[config.mk]
export PLATFORM = sky130hd
export DESIGN_NAME = apple_icon_overlay_flat
export DESIGN_NICKNAME = d
export VERILOG_FILES = /design/src/rtl/apple_icon_overlay_pkg.sv /design/src/rtl/apple_icon_overlay_if.sv /design/src/rtl/apple_icon_overlay_delay.sv /design/src/rtl/apple_icon_overlay.sv /design/src/flat_wrapper.sv
export SDC_FILE = /design/constraint.sdc
export NUM_CORES = 1
export LEC_CHECK = 0
export CAP_MARGIN = 20
export CORE_UTILIZATION = 50
export DETAILED_ROUTE_END_ITERATION = 8
export GPL_ROUTABILITY_DRIVEN = 0
export PLACE_DENSITY_LB_ADDON = 0.3
export SETUP_SLACK_MARGIN = 0.15
export SLEW_MARGIN = 20
export SYNTH_ARGS = -nofsm -noshare
export SYNTH_HDL_FRONTEND = slang
export SYNTH_HIERARCHICAL = 1
export SYNTH_SLANG_ARGS = --single-unit
[constraint.sdc]
create_clock -name clk -period 6.3 [get_ports clk]
set_input_delay 0.63 -clock clk [delete_from_list [all_inputs] [get_ports clk]]
set_output_delay 0.63 -clock clk [all_outputs]
set_load 0.005 [all_outputs]
[src/rtl/apple_icon_overlay_pkg.sv]
// Shared types and constants for the apple icon overlay.
// Holds RGB565 width, transparent key default and coordinate width.
package apple_overlay_pkg;

  localparam int RGB_W = 16;
  localparam int COORD_W = 11;
  localparam logic [RGB_W-1:0] KEY_COLOR_DEF = 16'hF81F;

  typedef logic [RGB_W-1:0] rgb565_t;
  typedef logic [COORD_W-1:0] coord_t;

  // Timing + pixel bundle carried through the ROM alignment pipe
  typedef struct packed {
    logic    vs;
    logic    hs;
    logic    de;
    rgb565_t rgb;
    logic    win;
  } vid_t;

  // Blanking forces black; key-coloured ROM pixels let video through
  function automatic rgb565_t overlay_px(
    input logic    de,
    input logic    win,
    input rgb565_t rom,
    input rgb565_t vid,
    input rgb565_t key
  );
    if (!de)
      return '0;
    if (win && rom != key)
      return rom;
    return vid;
  endfunction

endpackage

[src/rtl/apple_icon_overlay_if.sv]
// Video stream bundle: timing/pixel into the overlay and back out.
// master = video source/sink side, slave = overlay side.
interface apple_icon_overlay_if;
  import apple_overlay_pkg::*;

  logic    vs_in;
  logic    hs_in;
  logic    de_in;
  rgb565_t rgb_in;
  logic    vs_out;
  logic    hs_out;
  logic    de_out;
  rgb565_t rgb_out;

  modport master (
    output vs_in,
    output hs_in,
    output de_in,
    output rgb_in,
    input  vs_out,
    input  hs_out,
    input  de_out,
    input  rgb_out
  );

  modport slave (
    input  vs_in,
    input  hs_in,
    input  de_in,
    input  rgb_in,
    output vs_out,
    output hs_out,
    output de_out,
    output rgb_out
  );

endinterface

[src/rtl/apple_icon_overlay_delay.sv]
// video_delay_line: DEPTH-stage register pipe, WIDTH bits wide.
// Ports: clk, rst_n (sync, active-low), din, dout.
module video_delay_line #(
  parameter int DEPTH = 1,
  parameter int WIDTH = 8
) (
  input  logic             clk,
  input  logic             rst_n,
  input  logic [WIDTH-1:0] din,
  output logic [WIDTH-1:0] dout
);

  logic [WIDTH-1:0] pipe [DEPTH];

  always_ff @(posedge clk) begin
    if (!rst_n) begin
      for (int i = 0; i < DEPTH; i++)
        pipe[i] <= '0;
    end else begin
      pipe[0] <= din;
      for (int i = 1; i < DEPTH; i++)
        pipe[i] <= pipe[i-1];
    end
  end

  assign dout = pipe[DEPTH-1];

endmodule

[src/rtl/apple_icon_overlay.sv]
// Overlays an apple icon from external ROM onto RGB565 video.
// Ports: clk, rst_n, vid (video in/out), show_en, icon_x/y, rom_addr/data.
module apple_icon_overlay
  import apple_overlay_pkg::*;
#(
  parameter int      ICON_W    = 64,
  parameter int      ICON_H    = 64,
  parameter int      ADDR_W    = 12,
  parameter int      ROM_LAT   = 1,
  parameter rgb565_t KEY_COLOR = KEY_COLOR_DEF
) (
  input  logic                clk,
  input  logic                rst_n,
  apple_icon_overlay_if.slave vid,
  input  logic                show_en,
  input  coord_t              icon_x,
  input  coord_t              icon_y,
  output logic [ADDR_W-1:0]   rom_addr,
  input  rgb565_t             rom_data
);

  localparam int XW = $clog2(ICON_W);
  localparam int YW = $clog2(ICON_H);

  coord_t col;
  coord_t row;
  logic   vs_q;
  logic   de_q;
  logic   sh_en;
  coord_t sh_x;
  coord_t sh_y;

  logic   vs_rise;
  logic   de_fall;

  assign vs_rise = vid.vs_in & ~vs_q;
  assign de_fall = de_q & ~vid.de_in;

  always_ff @(posedge clk) begin
    if (!rst_n) begin
      col   <= '0;
      row   <= '0;
      vs_q  <= 1'b0;
      de_q  <= 1'b0;
      sh_en <= 1'b0;
      sh_x  <= '0;
      sh_y  <= '0;
    end else begin
      vs_q <= vid.vs_in;
      de_q <= vid.de_in;
      col  <= vid.de_in ? col + coord_t'(1) : '0;
      if (vs_rise)
        row <= '0;
      else if (de_fall)
        row <= row + coord_t'(1);
      if (vs_rise) begin
        sh_en <= show_en;
        sh_x  <= icon_x;
        sh_y  <= icon_y;
      end
    end
  end

  // A vs rise lands on this pixel already: bypass the
  // shadow regs and the row counter for that one cycle.
  logic   act_en;
  coord_t act_x;
  coord_t act_y;
  coord_t act_row;

  always_comb begin
    act_en  = sh_en;
    act_x   = sh_x;
    act_y   = sh_y;
    act_row = row;
    if (vs_rise) begin
      act_en  = show_en;
      act_x   = icon_x;
      act_y   = icon_y;
      act_row = '0;
    end
  end

  // One extra bit so x+ICON_W-1 cannot wrap
  logic [11:0] c12;
  logic [11:0] r12;
  logic [11:0] x12;
  logic [11:0] y12;
  logic [11:0] xe12;
  logic [11:0] ye12;
  logic        in_x;
  logic        in_y;
  logic        in_win;

  assign c12  = {1'b0, col};
  assign r12  = {1'b0, act_row};
  assign x12  = {1'b0, act_x};
  assign y12  = {1'b0, act_y};
  assign xe12 = x12 + 12'(ICON_W - 1);
  assign ye12 = y12 + 12'(ICON_H - 1);
  assign in_x = (c12 >= x12) && (c12 <= xe12);
  assign in_y = (r12 >= y12) && (r12 <= ye12);

  assign in_win = vid.de_in & act_en & in_x & in_y;

  logic [XW-1:0] dx;
  logic [YW-1:0] dy;

  assign dx = col[XW-1:0] - act_x[XW-1:0];
  assign dy = act_row[YW-1:0] - act_y[YW-1:0];

  assign rom_addr = in_win ? {dy, dx} : '0;

  vid_t dly_in;
  vid_t dly_out;

  always_comb begin
    dly_in     = '0;
    dly_in.vs  = vid.vs_in;
    dly_in.hs  = vid.hs_in;
    dly_in.de  = vid.de_in;
    dly_in.rgb = vid.rgb_in;
    dly_in.win = in_win;
  end

  video_delay_line #(
    .DEPTH (ROM_LAT),
    .WIDTH ($bits(vid_t))
  ) u_dly (
    .clk   (clk),
    .rst_n (rst_n),
    .din   (dly_in),
    .dout  (dly_out)
  );

  always_ff @(posedge clk) begin
    if (!rst_n) begin
      vid.vs_out  <= 1'b0;
      vid.hs_out  <= 1'b0;
      vid.de_out  <= 1'b0;
      vid.rgb_out <= '0;
    end else begin
      vid.vs_out  <= dly_out.vs;
      vid.hs_out  <= dly_out.hs;
      vid.de_out  <= dly_out.de;
      vid.rgb_out <= overlay_px(dly_out.de,
                                dly_out.win,
                                rom_data,
                                dly_out.rgb,
                                KEY_COLOR);
    end
  end

endmodule
[src/flat_wrapper.sv]
// flat-port wrapper written by rule: the top's interface ports become plain ports
module apple_icon_overlay_flat import apple_overlay_pkg::*;
#(
  parameter int      ICON_W    = 64,
  parameter int      ICON_H    = 64,
  parameter int      ADDR_W    = 12,
  parameter int      ROM_LAT   = 1,
  parameter rgb565_t KEY_COLOR = KEY_COLOR_DEF
)
  (clk, rst_n, show_en, icon_x, icon_y, rom_addr, rom_data, vid_vs_in, vid_hs_in, vid_de_in, vid_rgb_in, vid_vs_out, vid_hs_out, vid_de_out, vid_rgb_out);
  apple_icon_overlay_if vid_i ();
  input  logic clk;
  input  logic rst_n;
  input  logic show_en;
  input  coord_t icon_x;
  input  coord_t icon_y;
  output logic [ADDR_W-1:0] rom_addr;
  input  rgb565_t rom_data;
  input wire logic [$bits(vid_i.vs_in)-1:0] vid_vs_in;
  input wire logic [$bits(vid_i.hs_in)-1:0] vid_hs_in;
  input wire logic [$bits(vid_i.de_in)-1:0] vid_de_in;
  input wire logic [$bits(vid_i.rgb_in)-1:0] vid_rgb_in;
  output wire logic [$bits(vid_i.vs_out)-1:0] vid_vs_out;
  output wire logic [$bits(vid_i.hs_out)-1:0] vid_hs_out;
  output wire logic [$bits(vid_i.de_out)-1:0] vid_de_out;
  output wire logic [$bits(vid_i.rgb_out)-1:0] vid_rgb_out;
  assign vid_i.vs_in = vid_vs_in;
  assign vid_i.hs_in = vid_hs_in;
  assign vid_i.de_in = vid_de_in;
  assign vid_i.rgb_in = vid_rgb_in;
  assign vid_vs_out = vid_i.vs_out;
  assign vid_hs_out = vid_i.hs_out;
  assign vid_de_out = vid_i.de_out;
  assign vid_rgb_out = vid_i.rgb_out;
  apple_icon_overlay #(.ICON_W(ICON_W), .ICON_H(ICON_H), .ADDR_W(ADDR_W), .ROM_LAT(ROM_LAT), .KEY_COLOR(KEY_COLOR)) u_core (.clk(clk), .rst_n(rst_n), .vid(vid_i), .show_en(show_en), .icon_x(icon_x), .icon_y(icon_y), .rom_addr(rom_addr), .rom_data(rom_data));
endmodule
## After elaboration in Yosys (flattened, before gate mapping)

Memory sizes are Yosys's and may differ from the RTL's.
Cells that the tools add are included.

| cells by class | value |
|---|---|
| equality and inequality tests | 1 |
| reductions and logical operators | 6 |
| multiplexer cells | 18 |
| order comparisons | 4 |
| bitwise gates (word level) | 8 |
| add/sub/neg operators | 6 |

Operators by type and width:

| operator | count |
|---|---|
| $mux W16 | 4 |
| $mux W11 | 3 |
| $add A11 B6 Y12 const B | 2 |
| $le A11 B12 Y1 | 2 |
| $add A11 B1 Y11 const B | 2 |
| $ge A11 B11 Y1 | 2 |
| $mux W20 | 1 |
| $reduce_or A20 Y1 | 1 |
| $ne A16 B16 Y1 const B | 1 |
| $mux W12 | 1 |
| $sub A6 B6 Y6 | 2 |
| $mux W1 | 9 |
| $and A1 B1 Y1 | 5 |
| $logic_and A1 B1 Y1 | 3 |
| $not A1 Y1 | 3 |
| $reduce_and A2 Y1 | 1 |
| $reduce_or A2 Y1 | 1 |

| storage, ports and cells | value |
|---|---|
| flip-flop bits (word level) | 66 |
| memories kept | 1 |
| output and inout bits | 31 |
| memory bits (writable) | 20 |

Memories:

| memory | depth | bits a word | rd ports | clocked after memory_dff | wr ports | RTL line | text |
|---|---|---|---|---|---|---|---|
| u_core.u_dly.pipe | 1 | 20 | 1 | 0 | 1 | apple_icon_overlay_delay.sv:13 | `logic [WIDTH-1:0] pipe [DEPTH];` |

## Longest topological paths before layout

| depth | value |
|---|---|
| depth in word-level cells | 9 |
| depth in mapped cells | 19 |
| depth with buffers taken out | 15 |

## Modules after synthesis

The synthesis kept the hierarchy.

By module, submodules not included:

| module | seq. area each (um^2) | times used | area each (um^2) | cells each |
|---|---|---|---|---|
| apple_icon_overlay | 1321.3 | 1 | 4311.6 | 478 |
| video_delay_line | 400.4 | 1 | 561.8 | 42 |

## Worst setup path after synthesis

Ideal clock, no wire load.

| timing | value |
|---|---|
| kind | input to output |
| from | in vid_vs_in |
| to | out rom_addr[10] |
| setup slack | 1.980 ns |
| path buffers | 4 |
| data required time | 5.670 ns |
| data arrival time | 3.690 ns |
| stages on the path | 17 |
| cells stage by stage | nand2b_1 buf_6 buf_4 buf_2 mux2i_1 ha_1 nand3_1 nor2_1 xnor2_1 ha_1 a211o_1 o211ai_1 a21oi_1 nor4_1 o32ai_2 buf_4 nor3_1 |

| between the ends | value |
|---|---|
| cells in the longest elaborated chain, start to end | 8 |
| elaborated cells on any way between the ends | 18 |
| classes of those cells | add/sub: 3; order compare: 4; mux: 5; bitwise: 4; reduce/logical: 2 |

Ends and longest elaborated chain:

| item | RTL line | text |
|---|---|---|
| start, declared | flat_wrapper.sv:19 | `input wire logic [$bits(vid_i.vs_in)-1:0] vid_vs_in;` |
| $and A1 B1 Y1 * | apple_icon_overlay.sv:36 | `assign vs_rise = vid.vs_in & ~vs_q;` |
| $mux W11 | apple_icon_overlay.sv:76 | `if (vs_rise) begin` |
| $add A11 B6 Y12 | apple_icon_overlay.sv:99 | `assign xe12 = x12 + 12'(ICON_W - 1);` |
| $le A11 B12 Y1 | apple_icon_overlay.sv:101 | `assign in_x = (c12 >= x12) && (c12 <= xe12);` |
| $logic_and A1 B1 Y1 | apple_icon_overlay.sv:101 |  |
| $and A1 B1 Y1 (2 in a row) | apple_icon_overlay.sv:104 | `assign in_win = vid.de_in & act_en & in_x & in_y;` |
| $mux W12 * | apple_icon_overlay.sv:112 | `assign rom_addr = in_win ? {dy, dx} : '0;` |
| end, declared | flat_wrapper.sv:17 | `output logic [ADDR_W-1:0] rom_addr;` |

Every way passes the cells marked *; elsewhere a longest branch is shown, timed or not.

## Worst setup path after layout

| timing | value |
|---|---|
| from | in vid_vs_in |
| to | out rom_addr[6] |

The elaborated chain is that of the path after synthesis.

==> flow_summary_export.csv <==
group,metric,value,unit
timing,timing.fmax,0.172,GHz
setup_path,r2r_end,"u_core/u_dly/pipe[0][0]",
synthesis,synthTopCellsByArea,"dfxtp_1 35%, ha_1 12%, mux2i_1 7.8%",
floorplan,start_util,52.2,%
layout,drive_above_1_share,6.84,%
detailed_routing,vias_per_cell,5.44,
grt,antenna_found_initial,0,
setup_path,path_cells,"clkdlybuf4s50_1 -> and2b_1 -> mux2i_1 -> o21bai_1 -> nor2_1 -> xor2_1 -> ha_1 -> a2111oi_0 -> o21ai_0 -> o21ai_0 -> o2111ai_2 -> nor3_1 -> clkdlybuf4s50_1",
cts,ctsLongestPathBuffers,2,
detailed_routing,drtPass1Iterations,6,
grt,grt_max_degree,51,
pwr,leakagePower,0.00260,uW
detailed_routing,num_vias,4039,
cts,clk_pin_slew,0.08,ns
floorplan,die_y,101,um
synthesis,synthArstFlopShare,0,%
run,cap_violations,0,
worst_hold_path,hold_path.class,"reg -> reg",
worst_hold_path,min_to,"u_core/vid.vs_out",
timing,skew,0.00765,ns
setup_path,reg2reg_depth,12,
grt,overflow,0,
synthesis,synth_top_area_share,35.3,%
cts,clock_latency,0.36,ns
cts,clockRootBuffer,"clkbuf_8",
synthesis,netlist_area,4870,um2
setup_path,crit_type,"in -> out",
setup_path,crit-reg2reg-launch,"u_core/vs_q",
setup_path,critPathMaxStageDelay,0.57,ns
cts,htree_levels,3,
floorplan,die_w,101,um
detailed_routing,top_layer_used,"met4",
timing,final_max_slew_viol_count,0,
status,outcome,"finished, final reports clean",
cts,cts_sinks,86,
synthesis,synth_edf_count,0,
floorplan,core_area,9330,um2
setup_path,arrival,5.18,ns
floorplan,rows,35,
pwr,ir_drop,0.0898,mV
timing,setup_viol,0,
detailed_routing,ant_nets,0,
setup_path,worst-r2r-setup-slack,2.44,ns
cts,cts_tree,"built",
detailed_routing,first_iter_violations,278,
timing,rsz0062_at_grt,"no",
layout,nNetsFinal,719,
pwr,powerDensity,206,nW/um2
timing,finalHoldViolCount,0,
synthesis,yosysSeqAreaShare,35.3,%
detailed_routing,drc,0,
placement,dp.cells,728,
floorplan,dieArea,10100,um2
timing,timing.slew.headroom,60.5,%
layout,stdcell_count,743,
synthesis,syn_area_per_cell,9.37,um2
synthesis,yosysMostFrequentCell,"dfxtp_1",
synthesis,synth.distinct_cells,52,
setup_path,cp_slowest_cell,"clkdlybuf4s50_1",
detailed_routing,met1_length,5330,um
timing,fin_tns_setup,0,ns
synthesis,synth_top_area_cell,"dfxtp_1",
synthesis,synth-seq-cells,86,
setup_path,path_delay_family,"compound AO/OA/AOI/OAI gates",
setup_path,critPathLaunchType,"input pin",
floorplan,pin_count,91,
detailed_routing,drt-total-wl,11600,um
layout,diodes,0,
detailed_routing,post_drt_wl_per_cell,15.7,um
placement,port_buffers,90,
detailed_routing,route.met3.wl,878,um
grt,track_usage,23.7,%
timing,tightest_slew,0.592,ns
grt,grt_pass1_vias,3916,
synthesis,synth_commonest_cells,"86 x dfxtp_1, 52 x nor2_1, 47 x ha_1",
timing,min_period_over_period,92.2,%
worst_hold_path,hold_depth,1,
detailed_routing,wl_met2,5210,um
grt,grt_pass1_wl,18700,um
synthesis,syn_inst,520,
setup_path,cp_num_buf_inv,2,
cts,numCtsBuffers,9,
setup_path,path_max_fanout,13,
synthesis,synth_top_flop_cell,"dfxtp_1",
timing,period_needed,5.81,ns
layout,area_growth,25.1,%
synthesis,yosys_warnings,6,
setup_path,required,5.67,ns
synthesis,syn-num-nets,629,
layout,num-fill-cells,765,
setup_path,crit_path_end_kind,"output pin",
worst_hold_path,holdCritStartpoint,"u_core/u_dly/pipe[0][19]",
placement,dp_hpwl,8610,um
-- report_power, final --
part | total, uW | internal (uW) | switching, uW
Clock | 438 | 233 | 204
Sequential | 570 | 562 | 7.80
Combinational | 249 | 123 | 126
-- area by class of cell --
type / count / area (um2) / share of cell area [%]
multi-input cells: 406 / 3010 / 49.4
flip-flops and latches: 86 / 1720 / 28.2
repair buffers: 95 / 938 / 15.4
well taps: 129 / 161 / 2.65
clock buffers: 10 / 138 / 2.26
clock inverters: 5 / 82.6 / 1.35
inverters: 12 / 45.0 / 0.739
-- cells by family (layout without fill, tap and decap cells) --
| logic type | Yosys count | in the layout | share of synthesized area [%] |
|---|---|---|---|
| flip-flops | 86 | 86 | 35.3 |
| buffers and inverters | 28 | 122 | 3.06 |
| XOR/XNOR | 42 | 42 | 7.55 |
| multiplexers | 41 | 41 | 9.01 |
| AND/OR/NAND/NOR | 212 | 212 | 23.3 |
| adder cells (fa/ha/maj) | 49 | 49 | 12.9 |
| AO/OA/AOI/OAI | 62 | 62 | 8.83 |
-- registers in the layout (all words and copies together) (netlist names) --
signal and flops:
u_core/vid.de_out 1, u_core/sh_x 11, u_core/sh_y 11, u_core/de_q 1, u_core/u_dly/pipe 20, u_core/vs_q 1, u_core/sh_en 1, u_core/vid.hs_out 1
u_core/vid.rgb_out 16, u_core/vid.vs_out 1, u_core/row 11, u_core/col 11
-- metal layers --
| layer | GRT usage (%) | vias up |
|---|---|---|
| li1 | - | 1990 |
| met1 | 31.4 | 1866 |
| met2 | 38.2 | 165 |
| met3 | 4.65 | 18 |
| met4 | 8.70 | 0 |
| met5 | 0 | - |
-- metrics by stage --
stage | hold slack [ns] | power [uW] | util (%) | instance area, um2 | worst slack [ns]
after global routing | 0.460 | 1310 | 65.4 | 6100 | 0.178
after floorplan | 0.412 | 741 | - | 4870 | 1.98
after CTS | 0.442 | 1260 | 65.3 | 6090 | 0.502
after global placement | 0.416 | 816 | 63.0 | 5870 | 0.742
final | 0.441 | 1260 | 65.4 | 6100 | 0.491
after detailed placement | 0.420 | 825 | 63.0 | 5870 | 0.606
-- timing repair --
action | in CTS | in global routing
resized for setup | 0 | 1
endpoints found under the setup margin | 0 | 1
hold buffers | 0 | 0
setup buffers | 0 | 0
-- worst max path at each step --
stage / from / end / slack [ns] / cells after the start
floorplan: vid_vs_in / rom_addr[10] / 1.98 / 17
global placement: vid_vs_in / rom_addr[7] / 0.74 / 13
detailed placement: vid_vs_in / rom_addr[8] / 0.61 / 14
CTS: vid_vs_in / rom_addr[8] / 0.50 / 13
global route: vid_vs_in / rom_addr[8] / 0.18 / 13
finish: vid_vs_in / rom_addr[6] / 0.49 / 13
-- cell usage in the layout (no fill, tap or decap), types with 10 or more instances in the layout --
cell	instances
clkdlybuf4s50_1	90
and3_1	11
nand3_1	12
a21oi_1	16
o21ai_0	16
clkbuf_8	10
nand2_1	29
and2_2	11
nor2b_1	27
xnor2_1	16
xor2_1	26
dfxtp_1	86
ha_1	47
nor2_1	52
nand4_1	10
mux2i_1	38
nor3_1	18
and2_1	22
inv_1	12
Note: power is estimated with default switching activity, not from simulation.
